[src/rtl/mac_accumulator_64b.sv]
// Accumulates a programmed number of unsigned products into a wide sum and hands the sum off on a valid/ready port.
// Optional build macro MAC_ACC_SAT_EN: clamp the accumulator to all-ones on carry-out instead of wrapping.
module mac_accumulator_64b #(
    parameter int DATA_W = 64,
    parameter int ACC_W  = 72,
    parameter int LEN_W  = 16
) (
    input  logic              iClk,
    input  logic              iRstN,
    input  logic              iClr,
    input  logic              iStart,
    input  logic [LEN_W-1:0]  iLen,
    input  logic              iValid,
    input  logic [DATA_W-1:0] iData,
    output logic              oReady,
    output logic              oValid,
    output logic [ACC_W-1:0]  oData,
    input  logic              iReady,
    output logic              oOvf,
    output logic              oBusy
);

    typedef enum logic [1:0] {IDLE, ACC, DONE} state_t;

    state_t            state;
    state_t            stateNext;
    logic [ACC_W-1:0]  acc_p1;
    logic [LEN_W-1:0]  cnt_p1;
    logic [LEN_W-1:0]  len_p1;
    logic              ovf_p1;
    logic [ACC_W:0]    sum_p0;
    logic              beat;
    logic              lastBeat;

    function automatic logic [ACC_W:0] addWide(input logic [ACC_W-1:0] a,
                                               input logic [DATA_W-1:0] b);
        return {1'b0, a} + {{(ACC_W + 1 - DATA_W){1'b0}}, b};
    endfunction

    function automatic logic [ACC_W-1:0] wrapOrSat(input logic [ACC_W:0] s);
`ifdef MAC_ACC_SAT_EN
        return s[ACC_W] ? {ACC_W{1'b1}} : s[ACC_W-1:0];
`else
        return s[ACC_W-1:0];
`endif
    endfunction

    assign beat     = (state == ACC) && iValid;
    assign lastBeat = beat && (cnt_p1 == len_p1 - LEN_W'(1));
    assign sum_p0   = addWide(acc_p1, iData);

    always_ff @(posedge iClk) begin
        if (!iRstN) begin
            state <= IDLE;
        end else begin
            state <= stateNext;
        end
    end

    always_comb begin
        stateNext = state;
        if (iClr) begin
            stateNext = IDLE;
        end else begin
            case (state)
                IDLE:    if (iStart) stateNext = (iLen != '0) ? ACC : DONE;
                ACC:     if (lastBeat) stateNext = DONE;
                DONE:    if (iReady) stateNext = IDLE;
                default: stateNext = IDLE;
            endcase
        end
    end

    always_comb begin
        oReady = (state == ACC);
        oValid = (state == DONE);
        oBusy  = (state != IDLE);
        oData  = acc_p1;
        oOvf   = ovf_p1;
    end

    // p0 -> p1: sum, term counter and sticky carry flag
    always_ff @(posedge iClk) begin
        if (!iRstN || iClr) begin
            acc_p1 <= '0;
            cnt_p1 <= '0;
            len_p1 <= '0;
            ovf_p1 <= 1'b0;
        end else begin
            case (state)
                IDLE: begin
                    if (iStart) begin
                        acc_p1 <= '0;
                        cnt_p1 <= '0;
                        len_p1 <= iLen;
                        ovf_p1 <= 1'b0;
                    end
                end
                ACC: begin
                    if (beat) begin
                        acc_p1 <= wrapOrSat(sum_p0);
                        cnt_p1 <= cnt_p1 + LEN_W'(1);
                        if (sum_p0[ACC_W]) ovf_p1 <= 1'b1;
                    end
                end
                default: ;
            endcase
        end
    end

endmodule

[config.mk]
export PLATFORM = sky130hd
export DESIGN_NAME = mac_accumulator_64b
export DESIGN_NICKNAME = d
export VERILOG_FILES = /design/src/rtl/mac_accumulator_64b.sv
export SDC_FILE = /design/constraint.sdc
export NUM_CORES = 1
export LEC_CHECK = 0
export CELL_PAD_IN_SITES_DETAIL_PLACEMENT = 1
export CELL_PAD_IN_SITES_GLOBAL_PLACEMENT = 1
export CORE_AREA = 2 2 149 151
export DETAILED_ROUTE_END_ITERATION = 6
export DIE_AREA = 0 0 151 153
export PLACE_DENSITY_LB_ADDON = 0.05
export SLEW_MARGIN = 20
export SYNTH_ARGS = -nofsm -noshare
export SYNTH_HDL_FRONTEND = slang
export SYNTH_SLANG_ARGS = --single-unit
export TNS_END_PERCENT = 20
[constraint.sdc]
create_clock -name iClk -period 3.9 [get_ports iClk]
set_input_delay 0.78 -clock iClk [delete_from_list [all_inputs] [get_ports iClk]]
set_output_delay 0.78 -clock iClk [all_outputs]
set_load 0.02 [all_outputs]
==> results by group <==
Place
  – Detail Placement HPWL: 22.5 mm
  – RD Place Congestion: 0.849
  – Worst slack at placement: -136 ps
  – Port Buf Inserts: 161
  – Placed instance count: 1,570

GRT
  – Vias in the first global route: 9,029
  – Total overflow reported by the global router: 0
  – Total routing resource utilization after global routing: 25.0%
  – Largest net degree at the start of global routing: 63
  – Initial antenna violation count: 0
  – Global-route wire length before repair: 46.7 mm

Die
  – Die footprint: 23,100 µm²
  – Horizontal die dimension: 151 µm
  – Effective utilization at floorplan: 38.7%
  – Site Rows: 54
  – Core Area: 21,500 µm²
  – I/O pin cnt: 162
  – Die span in y: 153 µm

Route
  – DRC Markers: 0
  – Routed met3 length: 947 µm
  – Overall routed net length: 28.8 mm
  – Average wire per cell in the routed design: 18.2 µm
  – Vias post-DR: 8,833
  – Length of the first detailed-routing pass in iterations: 5
  – Wire length on met2: 13.2 mm
  – Via density per instance: 5.57
  – Routed met1 length: 14.4 mm
  – Top metal layer carrying routed signals: met4
  – Antenna-violating nets left: 0
  – Detailed Route Iter0 Violations: 475

Timing
  – Setup Total Neg Slack: 0 ps
  – Min Clock Period, post-route: 3640 ps
  – Total count of max-transition violations in the final report: 0
  – RSZ-0062 raised after global routing: false
  – Max-Slew Margin vs Limit: 36.0%
  – Hold Violations, Final: 0
  – Final setup viols: 0
  – Peak clock frequency supported by timing: 0.275 GHz
  – Share of the clock period used by the worst path: 93.3%
  – Final Worst Setup Slack: 259 ps
  – Slew at the pin closest to its max-slew limit: 956 ps
  – Clock Skews: 11.8 ps

Synthesis
  – Sequential area share after synthesis: 25.8%
  – Yosys warning count: 0
  – Async set-or-reset flop fraction in the synthesized netlist: 0%
  – Most area-hungry cell type in the Yosys netlist: dfxtp_1
  – Number of unique standard cell types used by synthesis: 67
  – Mapped Cells: 1,106
  – Most used standard cells in the synthesized netlist: nand2_1, a21oi_1, dfxtp_1
  – Synth top area cells: dfxtp_1, ha_1, nand2_1
  – Post-Syn Area: 8310 µm²
  – Net count of the mapped netlist: 1,259
  – Area share of the largest cell type after synthesis: 25.8%
  – Main flop type after synthesis: dfxtp_1
  – Most frequent cell after synthesis: nand2_1
  – Post-Synthesis Mean Instance Area: 7.52 µm²
  – Number of synthesized flops with an enable pin: 0
  – Synth Register Bits: 107

Clocking
  – Total setup buffers inserted after CTS: 0
  – Clock H-tree levels: 3
  – Clock slew seen by the registers of the worst setup and hold paths: 90 ps
  – Cells resized by post-CTS repair: 0
  – Root buffer cell: clkbuf_16
  – Worst skew pair latency: 370 ps
  – CTS hold repair buffers: 0
  – TritonCTS clock tree: yes
  – Maximum buffer depth of the clock tree: 2
  – Clock sinks: 107
  – CTS buffer count: 9

Min path
  – Hold Path Class: flip-flop to flip-flop
  – End point of the worst hold path: oData[49]$_SDFFE_PP0P_
  – Worst hold path startpoint: oData[49]$_SDFFE_PP0P_
  – Hold Path Stages: 2

Worst setup path
  – Max FO, Critical Path: 9
  – Capture instance of the worst register-to-register path: oOvf$_SDFFE_PP0P_
  – R2R setup slack: 770 ps
  – Worst setup SP type: input port
  – Category of the most critical setup path: input port to flip-flop
  – Register-to-Register Path Depth: 12
  – Worst EP required: 4210 ps
  – Nature of the critical path endpoint: flip-flop
  – Crit Reg-Reg Startpoint: oData[0]$_SDFFE_PP0P_
  – Data arrival at the endpoint of the critical path: 3960 ps

Layout
  – Sequential cell area: 2140 µm²
  – Layout cells sized above 1: 9.19%
  – Area growth, synth to finish: 32.0%
  – Post-Layout Cell Count: 1,586
  – Area used by multi-input combinational logic: 5830 µm²
  – Net count, final: 1,454
  – Total inserted antenna cells: 0
  – Layout fillers: 2,711
  – Final core utilization: 51.1%

Pwr
  – Total power: 2.67 mW
  – Static power due to leakage: 4.46 nW
  – Largest vdd supply drop: 0.163 mV
  – Pwr dens: 243 nW/µm²

Run
  – Max-cap violations: 0

Run status
  – Status: finished clean
[worst max path at each step]
stage / slack [ps] / start / depth (start not counted) / endpoint
after CTS: 250 / iData[0] / 13 / oOvf$_SDFFE_PP0P_
after global routing: 20 / iData[0] / 15 / oData[56]$_SDFFE_PP0P_
after floorplan: 570 / iData[0] / 12 / oData[56]$_SDFFE_PP0P_
after detailed placement: -140 / iData[0] / 13 / oOvf$_SDFFE_PP0P_
after global placement: -30 / iData[0] / 13 / oOvf$_SDFFE_PP0P_
final: 260 / iData[35] / 13 / oData[68]$_SDFFE_PP0P_
[cell type report]
| type | count | area share [%] |
|---|---|---|
| repair buffers | 241 | 20.4 |
| flip-flops and latches | 107 | 19.5 |
| well taps | 280 | 3.19 |
| multi-input cells | 914 | 53.2 |
| inverters | 28 | 0.958 |
| clock buffers | 9 | 2.05 |
| clock inverters | 7 | 0.707 |
[through the flow]
step | hold slack, ps | cell area (µm²)
floorplan | 449 | 8310
global placement | 465 | 10700
detailed placement | 462 | 10700
CTS | 485 | 11000
global route | 501 | 11000
finish | 482 | 11000
[cells by family after synthesis]
logic type                 synth area share, %
adders and majority gates                 10.2
and+or+nand+nor                           23.2
DFF                                       25.8
AOI/OAI and AO/OA                         26.1
muxes                                    0.993
buffers and inverters                     4.18
xor gates and xnor gates                  9.59
[power by group]
group,leakage (nW),internal [mW],switching (mW),total [mW]
registers,0.864,1.11,0.0158,1.12
logic,3.45,0.264,0.313,0.577
clock network,0.144,0.457,0.514,0.971
[cell usage in the layout (no fill, tap or decap), types with 4 or more instances in the layout]
master	instances
o221ai_1	6
buf_4	78
dfxtp_1	107
nor4_1	16
nand2b_1	8
clkbuf_16	9
a21oi_1	111
o21ai_0	60
nand3_1	36
a211oi_1	9
nand2_1	155
and3_1	13
a21o_1	31
nor2_1	102
nor2b_1	5
o21bai_1	11
ha_1	66
o21ai_1	9
or3_1	11
xnor2_1	48
o211ai_1	10
nor3_1	13
xor2_1	43
o21a_1	7
inv_1	28
a31oi_1	11
and2_1	4
nand4_1	30
mux2i_1	6
a22oi_1	38
clkdlybuf4s50_1	161
nand3b_1	4
[layer usage]
layer,GRT usage [%],up-vias
li1,-,4395
met1,35.8,4263
met2,41.2,152
met3,2.69,23
met4,4.18,0
met5,0,-
[critical path, cell delays in order]
cell             delay, ps
clkdlybuf4s50_1        470
ha_1                   390
buf_4                  130
nand4_2                190
nor4_4                 420
nand2_1                100
a31oi_1                210
a311oi_1               110
a21o_1                 240
a21oi_4                200
o31ai_4                140
or4_1                  490
nand2_1                 80
[flip-flops by register name, summed over array words and instances, names as in the netlist]
register / flops
state: 2
len_p1: 16
oOvf: 1
cnt_p1: 16
oData: 72
No activity file was read; power rests on OpenSTA's default activity.
